==> config.mk <==
export PLATFORM = sky130hd
export DESIGN_NAME = alu_ctl_md
export DESIGN_NICKNAME = d
export VERILOG_FILES = /design/src/rtl/alu_ctl_md.sv
export SDC_FILE = /design/constraint.sdc
export NUM_CORES = 1
export LEC_CHECK = 0
export ABC_AREA = 1
export CAP_MARGIN = 10
export CORE_MARGIN = 2
export CORE_UTILIZATION = 40
export DETAILED_ROUTE_END_ITERATION = 7
export PLACE_DENSITY_LB_ADDON = 0.15
export SETUP_SLACK_MARGIN = 0.5
export SYNTH_ARGS = -nofsm -noshare
export SYNTH_HDL_FRONTEND = slang
export SYNTH_SLANG_ARGS = --single-unit
==> constraint.sdc <==
create_clock -name clk -period 2.3 [get_ports clk]
set_clock_uncertainty 0.1 [all_clocks]
set_input_delay 0.345 -clock clk [delete_from_list [all_inputs] [get_ports clk]]
set_output_delay 0.345 -clock clk [all_outputs]
set_load 0.02 [all_outputs]
==> src/rtl/alu_ctl_md.sv <==
// ALU control decoder with an iterative multiply/divide engine and HI/LO registers.
// Define ALU_CTL_MD_DIV_EN to build the divider; otherwise div/divu decode as illegal.
module alu_ctl_md #(
    parameter int unsigned WIDTH  = 32,
    parameter int unsigned ALUC_W = 5
) (
    input  logic              clk,
    input  logic              rst_n,
    input  logic              in_valid,
    output logic              in_ready,
    input  logic [5:0]        op,
    input  logic [5:0]        func,
    input  logic [WIDTH-1:0]  rs_val,
    input  logic [WIDTH-1:0]  rt_val,
    output logic [ALUC_W-1:0] aluc,
    output logic              illegal,
    output logic              md_busy,
    output logic [WIDTH-1:0]  md_rd,
    output logic              md_rd_valid,
    output logic [WIDTH-1:0]  hi,
    output logic [WIDTH-1:0]  lo
);

    localparam int unsigned CntW = $clog2(WIDTH) + 1;

    typedef enum logic [1:0] {StIdle, StRun, StFix} state_e;
    typedef enum logic [2:0] {MdNone, MdMthi, MdMtlo, MdMfhi, MdMflo, MdMul, MdDiv} md_op_e;

    state_e              state_q, state_d;
    logic [CntW-1:0]     cnt_q, cnt_d;
    logic [2*WIDTH-1:0]  acc_q, acc_d;
    logic [WIDTH-1:0]    opb_q, opb_d;
    logic                neg_lo_q, neg_lo_d;
    logic [WIDTH-1:0]    hi_q, hi_d, lo_q, lo_d;
    logic [ALUC_W-1:0]   aluc_q, aluc_d;
    logic                illegal_q, illegal_d;
    logic [WIDTH-1:0]    md_rd_q, md_rd_d;
    logic                md_rd_valid_q, md_rd_valid_d;

`ifdef ALU_CTL_MD_DIV_EN
    logic                is_div_q, is_div_d;
    logic                neg_hi_q, neg_hi_d;
    logic                dvz_q, dvz_d;
    logic [WIDTH-1:0]    dvd_q, dvd_d;
    logic [WIDTH:0]      div_sh;
    logic                div_ge;
    logic [WIDTH-1:0]    div_rem;
    logic [2*WIDTH-1:0]  div_next;
`endif

    logic [ALUC_W-1:0]   aluc_dec;
    logic                illegal_dec;
    md_op_e              md_op_dec;
    logic                md_signed_dec;
    logic                accept;
    logic [WIDTH-1:0]    abs_a, abs_b;
    logic [WIDTH:0]      mul_sum;
    logic [2*WIDTH-1:0]  mul_next;

    assign md_busy     = (state_q != StIdle);
    assign in_ready    = ~md_busy;
    assign accept      = in_valid & in_ready;
    assign aluc        = aluc_q;
    assign illegal     = illegal_q;
    assign md_rd       = md_rd_q;
    assign md_rd_valid = md_rd_valid_q;
    assign hi          = hi_q;
    assign lo          = lo_q;

    // Instruction decode
    always_comb begin
        aluc_dec      = '0;
        illegal_dec   = 1'b0;
        md_op_dec     = MdNone;
        md_signed_dec = 1'b0;
        if (op == 6'b000000) begin
            case (func)
                6'b100000: aluc_dec = ALUC_W'(0);
                6'b100001: aluc_dec = ALUC_W'(1);
                6'b100010: aluc_dec = ALUC_W'(2);
                6'b100011: aluc_dec = ALUC_W'(3);
                6'b100100: aluc_dec = ALUC_W'(4);
                6'b100101: aluc_dec = ALUC_W'(5);
                6'b100110: aluc_dec = ALUC_W'(6);
                6'b100111: aluc_dec = ALUC_W'(7);
                6'b101010: aluc_dec = ALUC_W'(8);
                6'b101011: aluc_dec = ALUC_W'(9);
                6'b000000, 6'b000100: aluc_dec = ALUC_W'(10);
                6'b000010, 6'b000110: aluc_dec = ALUC_W'(11);
                6'b000011, 6'b000111: aluc_dec = ALUC_W'(12);
                6'b010000: begin aluc_dec = ALUC_W'(15); md_op_dec = MdMfhi; end
                6'b010001: begin aluc_dec = ALUC_W'(15); md_op_dec = MdMthi; end
                6'b010010: begin aluc_dec = ALUC_W'(15); md_op_dec = MdMflo; end
                6'b010011: begin aluc_dec = ALUC_W'(15); md_op_dec = MdMtlo; end
                6'b011000, 6'b011001: begin
                    aluc_dec      = ALUC_W'(15);
                    md_op_dec     = MdMul;
                    md_signed_dec = ~func[0];
                end
`ifdef ALU_CTL_MD_DIV_EN
                6'b011010, 6'b011011: begin
                    aluc_dec      = ALUC_W'(15);
                    md_op_dec     = MdDiv;
                    md_signed_dec = ~func[0];
                end
`endif
                default: illegal_dec = 1'b1;
            endcase
        end else begin
            case (op)
                6'b001000: aluc_dec = ALUC_W'(0);
                6'b001001: aluc_dec = ALUC_W'(1);
                6'b001100: aluc_dec = ALUC_W'(4);
                6'b001101: aluc_dec = ALUC_W'(5);
                6'b001110: aluc_dec = ALUC_W'(6);
                6'b001010: aluc_dec = ALUC_W'(8);
                6'b001011: aluc_dec = ALUC_W'(9);
                6'b001111: aluc_dec = ALUC_W'(14);
                default:   illegal_dec = 1'b1;
            endcase
        end
    end

    // The engine works on magnitudes; signs are restored in StFix
    assign abs_a = (md_signed_dec && rs_val[WIDTH-1]) ? (~rs_val + 1'b1) : rs_val;
    assign abs_b = (md_signed_dec && rt_val[WIDTH-1]) ? (~rt_val + 1'b1) : rt_val;

    // Shift-add: acc holds {partial product, unconsumed multiplier bits}
    assign mul_sum  = {1'b0, acc_q[2*WIDTH-1:WIDTH]} + (acc_q[0] ? {1'b0, opb_q} : '0);
    assign mul_next = {mul_sum, acc_q[WIDTH-1:1]};

`ifdef ALU_CTL_MD_DIV_EN
    // Restoring divide: acc holds {remainder, dividend/quotient bits}
    assign div_sh   = acc_q[2*WIDTH-1:WIDTH-1];
    assign div_ge   = (div_sh >= {1'b0, opb_q});
    assign div_rem  = div_ge ? (div_sh[WIDTH-1:0] - opb_q) : div_sh[WIDTH-1:0];
    assign div_next = {div_rem, acc_q[WIDTH-2:0], div_ge};
`endif

    always_comb begin
        state_d       = state_q;
        cnt_d         = cnt_q;
        acc_d         = acc_q;
        opb_d         = opb_q;
        neg_lo_d      = neg_lo_q;
        hi_d          = hi_q;
        lo_d          = lo_q;
        aluc_d        = aluc_q;
        illegal_d     = illegal_q;
        md_rd_d       = md_rd_q;
        md_rd_valid_d = 1'b0;
`ifdef ALU_CTL_MD_DIV_EN
        is_div_d      = is_div_q;
        neg_hi_d      = neg_hi_q;
        dvz_d         = dvz_q;
        dvd_d         = dvd_q;
`endif
        if (accept) begin
            aluc_d    = aluc_dec;
            illegal_d = illegal_dec;
        end

        case (state_q)
            StIdle: begin
                if (accept) begin
                    case (md_op_dec)
                        MdMthi: hi_d = rs_val;
                        MdMtlo: lo_d = rs_val;
                        MdMfhi: begin md_rd_d = hi_q; md_rd_valid_d = 1'b1; end
                        MdMflo: begin md_rd_d = lo_q; md_rd_valid_d = 1'b1; end
                        MdMul: begin
                            state_d  = StRun;
                            cnt_d    = '0;
                            acc_d    = {{WIDTH{1'b0}}, abs_a};
                            opb_d    = abs_b;
                            neg_lo_d = md_signed_dec & (rs_val[WIDTH-1] ^ rt_val[WIDTH-1]);
`ifdef ALU_CTL_MD_DIV_EN
                            is_div_d = 1'b0;
`endif
                        end
`ifdef ALU_CTL_MD_DIV_EN
                        MdDiv: begin
                            state_d  = StRun;
                            cnt_d    = '0;
                            acc_d    = {{WIDTH{1'b0}}, abs_a};
                            opb_d    = abs_b;
                            neg_lo_d = md_signed_dec & (rs_val[WIDTH-1] ^ rt_val[WIDTH-1]);
                            is_div_d = 1'b1;
                            neg_hi_d = md_signed_dec & rs_val[WIDTH-1];
                            dvz_d    = (rt_val == '0);
                            dvd_d    = rs_val;
                        end
`endif
                        default: ;
                    endcase
                end
            end
            StRun: begin
                cnt_d = cnt_q + CntW'(1);
                acc_d = mul_next;
`ifdef ALU_CTL_MD_DIV_EN
                if (is_div_q) acc_d = div_next;
`endif
                if (cnt_q == CntW'(WIDTH - 1)) state_d = StFix;
            end
            StFix: begin
                {hi_d, lo_d} = neg_lo_q ? (~acc_q + 1'b1) : acc_q;
`ifdef ALU_CTL_MD_DIV_EN
                if (is_div_q) begin
                    if (dvz_q) begin
                        lo_d = '1;
                        hi_d = dvd_q;
                    end else begin
                        lo_d = neg_lo_q ? (~acc_q[WIDTH-1:0] + 1'b1) : acc_q[WIDTH-1:0];
                        hi_d = neg_hi_q ? (~acc_q[2*WIDTH-1:WIDTH] + 1'b1)
                                        : acc_q[2*WIDTH-1:WIDTH];
                    end
                end
`endif
                cnt_d   = '0;
                state_d = StIdle;
            end
            default: state_d = StIdle;
        endcase
    end

    always_ff @(posedge clk or negedge rst_n) begin
        if (!rst_n) begin
            state_q       <= StIdle;
            cnt_q         <= '0;
            acc_q         <= '0;
            opb_q         <= '0;
            neg_lo_q      <= 1'b0;
            hi_q          <= '0;
            lo_q          <= '0;
            aluc_q        <= '0;
            illegal_q     <= 1'b0;
            md_rd_q       <= '0;
            md_rd_valid_q <= 1'b0;
`ifdef ALU_CTL_MD_DIV_EN
            is_div_q      <= 1'b0;
            neg_hi_q      <= 1'b0;
            dvz_q         <= 1'b0;
            dvd_q         <= '0;
`endif
        end else begin
            state_q       <= state_d;
            cnt_q         <= cnt_d;
            acc_q         <= acc_d;
            opb_q         <= opb_d;
            neg_lo_q      <= neg_lo_d;
            hi_q          <= hi_d;
            lo_q          <= lo_d;
            aluc_q        <= aluc_d;
            illegal_q     <= illegal_d;
            md_rd_q       <= md_rd_d;
            md_rd_valid_q <= md_rd_valid_d;
`ifdef ALU_CTL_MD_DIV_EN
            is_div_q      <= is_div_d;
            neg_hi_q      <= neg_hi_d;
            dvz_q         <= dvz_d;
            dvd_q         <= dvd_d;
`endif
        end
    end

endmodule
Word level (Yosys, flattened, before mapping)
Index checks and enable logic that the tools add are counted.
{ "op_classes": {"add_sub_neg": 5, "n_eq_ne": 42, "n_mux": 34, "bitwise_logic": 8, "n_reduce_logical": 25} }
{ "ops": {"columns": ["op", "count"], "rows": [
  ["$mux W32", 7],
  ["$mux W64", 3],
  ["$pmux W32 S2", 3],
  ["$pmux W64 S2", 1],
  ["$add A32 B1 Y32 const B", 2],
  ["$add A64 B1 Y64 const B", 1],
  ["$not A32 Y32", 2],
  ["$not A64 Y64", 1],
  ["$eq A6 B6 Y1 const B", 10],
  ["$pmux W4 S13", 1],
  ["$eq A6 B4 Y1 const B", 8],
  ["$eq A6 B5 Y1 const B", 7],
  ["$add A32 B32 Y33", 1],
  ["$pmux W4 S7", 1],
  ["$reduce_or A22 Y1", 1],
  ["$reduce_and A3 Y1", 7],
  ["$eq A6 B3 Y1 const B", 3],
  ["$pmux W6 S3", 1],
  ["$pmux W3 S5", 1],
  ["$eq A6 B2 Y1 const B", 2],
  ["$logic_not A6 Y1", 2],
  ["$mux W6", 2],
  ["$reduce_or A2 Y1", 5],
  ["$mux W1", 8],
  ["other kinds (21)", 34]
]} }
{ "totals": {"register_bits": 208, "input_bits": 79, "output_inout_bits": 105} }

Depth between registers and ports, before layout
{ "depth": {"ltp_word": 9, "ltp_mapped": 20, "depth_no_buf": 18} }

Worst setup path after synthesis
No wires, ideal clock.
{ "synth_path": {"path_type": "flip-flop to flip-flop", "from": "register acc_q[0]", "to": "register acc_q[53]", "t_arrival_ns": 2.214, "required_ns": 2.079, "setup_slack_ns": -0.135, "stages_incl_launch_ff": 20, "path_buffers": 2, "synth_period_minus_slack_ns": 2.435, "cell_sequence": "dfrtp_1 -> buf_2 -> clkbuf_1 -> nand2_1 -> inv_1 -> ha_1 -> inv_1 -> fa_1 -> inv_1 -> nand3_1 -> nand2_1 -> nand3_1 -> nand2_1 -> nand2_1 -> nand2_1 -> nand2_1 -> nand2_1 -> nand2_1 -> nand3_1 -> o21ai_1"} }
{ "synth_between": {"elab_chain_len": 3} }
{ "synth_lines": {"columns": ["element", "line", "source"], "rows": [
  ["start: declaration", "31", "logic [2*WIDTH-1:0] acc_q, acc_d;"],
  ["start signal: assignment", "231", "acc_q <= '0;"],
  ["start signal: assignment", "249", "acc_q <= acc_d;"],
  ["$mux W32", "129", "assign mul_sum = {1'b0, acc_q[2*WIDTH-1:WIDTH]} + (acc_q[0] ? {1'b0, opb_q} : '0);"],
  ["$add A32 B32 Y33", "129", null],
  ["$pmux W64 S2", "163", "case (state_q)"]
]} }
No other way between the ends.
A chain may end at the register's enable or synchronous reset.

Final worst setup path
{ "layout_path": {"from": "register acc_q[0]", "to": "register hi_q[18] (netlist: hi[18])"} }
{ "layout_between": {"elab_chain_len": 4} }
{ "layout_lines": {"columns": ["element", "line", "source"], "rows": [
  ["$not A64 Y64", "207", "{hi_d, lo_d} = neg_lo_q ? (~acc_q + 1'b1) : acc_q;"],
  ["$add A64 B1 Y64", "207", null],
  ["$mux W64", "207", null],
  ["$pmux W32 S2", "163", null],
  ["end signal: assignment", "252", "hi_q <= hi_d;"],
  ["end: declaration", "34", "logic [WIDTH-1:0] hi_q, hi_d, lo_q, lo_d;"]
]} }
No other way between the ends.

==> results.cfg <==
[power_and_ir_drop]
leakagePower_nw = 11.9
vdd_drop_max_mv = 0.552
pwr_density_cell_nw_per_um2 = 406

[yosys]
synthesis.nets = 2627
netlist_top_cells_area = dfrtp_1 (33%), nand2_1 (17%), nor2_1 (8.9%)
ys_seq_elements = 207
synthArstFlopShare_pct = 100
synth-xor-area-share_pct = 1.72
syn_area_um2 = 15800
synth_top_area_share_pct = 32.9
ys_types = 44
synth_adder_area_share_pct = 2.99
synth_edf_count = 0
synth_top_area_cell = dfrtp_1
yosysMostFrequentCell = nand2_1
synth_simple_gate_area_share_pct = 37.4
syn-instance-count = 2511
synthFlopType = dfrtp_1
muxShareOfSynthArea_pct = 0
synth-compound-area-share_pct = 15.1
synth-seq-area-share_pct = 32.9
synth.cells.most_frequent = nand2_1 (717), nor2_1 (372), inv_1 (280), nand3_1 (218), dfrtp_1 (207)
synth_top_family_by_area = simple AND/OR/NAND/NOR gates
synth_area_per_cell_um2 = 6.27
yosys_warnings = 0

[place]
gp_congestion = 1.01
dpl_cell_area_um2 = 20900
dpl_worst_slack_ns = -0.283
hpwl_um = 49900
numPortBuffers = 182
dp.cells = 3419

[floorplan]
die_h_um = 202
io_pins = 184
num_rows = 72
dieArea_um2 = 41000
core-area_um2 = 38700
die_x_um = 202
start_util_pct = 40.7

[grt]
grt_pass1_wl_um = 101000
grt_pass1_vias = 18300
overflow = 0
grt.total_usage_pct = 31.1
antenna_found_initial = 0
grt_max_degree = 57

[cts]
cts.path.max_buffers = 3
cts_root_buf = clkbuf_16
h-tree-depth = 1
clock_sinks = 207
cts.clk_slew.worst_paths_ns = 0.06
cts_made_buffers = 27
clock_latency_ns = 0.58
cts_tree = yes

[setup_path]
slowest_stage = dfrtp_2
critPathTopFamily = simple AND/OR/NAND/NOR gates
crit_type = flop to flop
cp.required_ns = 2.66
path_depth = 14
ff2ff_setup_slack_ns = -0.1
crit_buf_inv = 4
endpoint_kind = flop
crit_fanout = 5
cp_common_cell = nand3_4
start_kind = flop
worstPathCellList = buf_6 > buf_6 > inv_4 > ha_4 > nand3_4 > nor2_4 > nand2_4 > nand2_8 > buf_12 > nand3_4 > nor2_4 > nand3_2 > nand3_4 > a21oi_2
slowest_delay_ns = 0.44
r2r_cells = 14
critPathArrivalTime_ns = 2.76

[status]
status = finished, violations left
violations = negative setup slack

[sta]
final-hold-violation-count = 0
worstMarginPinSlew_ns = 0.559
timing.final.crit_share_pct = 104
maxSlewHeadroom_pct = 62.7
hold-worst-slack_ns = 0.110
setup_viol = 24
fmax_mhz = 417
fin_crit_ns = 2.40
worst_slack_ns = -0.0968
rsz0062_at_grt = yes
drv_slew = 0

[drt]
viasPerCell = 5.36
route.detailed.drc = 0
wl_um = 66200
wl_per_cell_um = 18.8
ant_nets = 0
drt-initial-drc-count = 1339
dr.pass1.iters = 5
num_vias = 18900

[min_path]
hold_depth = 3
worstHoldPathType = primary input to flop

[final_layout]
fin_cells = 3526
post-route-util_pct = 63.3
nNetsFinal = 3104
diodes = 0
drive_gt1_share_pct = 28.9
syn2layout_area_growth_pct = 55.6
fin_area_um2 = 24500

[run]
drv_cap = 0
power by group:
part	total, mW	switching, mW	internal, mW
combinational	1.66	0.936	0.726
clock	4.44	1.76	2.67
sequential	3.84	0.113	3.73
placed cells by master (no fill, tap or decap), types with 54 or more instances in the layout:
| master | n |
|---|---|
| a21oi_1 | 60 |
| a21oi_2 | 54 |
| buf_4 | 266 |
| clkdlybuf4s50_1 | 115 |
| dfrtp_1 | 203 |
| inv_1 | 259 |
| nand2_1 | 611 |
| nand2_2 | 69 |
| nand3_1 | 125 |
| nor2_1 | 315 |
| o21ai_0 | 155 |
| o21ai_1 | 86 |
state kept, by name, indices dropped and copies added, names as in the netlist, 2 cells and up:
name,flops
opb_q,32
hi,32
acc_q,64
md_rd,32
aluc,4
lo,32
cnt_q,6
state_q,2
worst register-to-register path: stages, from the launching register on:
cell	delay [ns]
dfrtp_2	0.44
buf_6	0.14
buf_6	0.12
inv_4	0.06
ha_4	0.15
nand3_4	0.08
nor2_4	0.22
nand2_4	0.11
nand2_8	0.10
buf_12	0.12
nand3_4	0.16
nor2_4	0.21
nand3_2	0.12
nand3_4	0.11
a21oi_2	0.06
stage by stage:
| stage | total power, mW | TNS (ns) |
|---|---|---|
| after floorplan | 4.55 | 0 |
| after global placement | 5.33 | -11.18 |
| after detailed placement | 5.34 | -18.77 |
| after CTS | 9.85 | -0.707 |
| after global routing | 10.3 | -4.52 |
| final | 9.94 | -0.889 |
logic make-up after synthesis:
group	after synthesis
simple gates	1415
compound gates	443
buf+inv	377
flops	207
fa+ha+maj	37
xor+xnor	31
other cells	1
per-layer routing:
| metal | vias to the layer above | routed length [um] | global-route usage (%) |
|---|---|---|---|
| li1 | 9104 | - | - |
| met3 | 170 | 3790 | 3.19 |
| met2 | 698 | 31300 | 51.9 |
| met4 | 0 | 3270 | 13.2 |
| met5 | - | 0 | 0 |
| met1 | 8917 | 27900 | 41.2 |
worst paths after layout:
check	startpoint	to
max reg2reg	acc_q[0]	hi[18]
min in group asynchronous	rst_n	aluc[3]
min reg2reg	cnt_q[5]	state_q[1]
min	rs_val[0]	hi[0]
max in group asynchronous	rst_n	acc_q[58]
max	acc_q[0]	hi[18]
timing repair:
item                                    in CTS  in global routing
cloned                                       0                  3
hold buffers                                 1                  0
pin swaps                                   66                110
setup buffers                               30                 24
endpoints found under the hold margin       46                  0
gates resized for setup                    289                344
endpoints found under the setup margin     247                257
area by class of cell:
cell class	instances	area [um^2]
inverter	290	1090
timing repair buffer	535	5080
tap	518	648
clock inverter	13	150
clock buffer	36	769
fill	3496	14200
sequential	207	5190
multi-input combinational	1927	11600
Power figures use the tool's default switching activity.
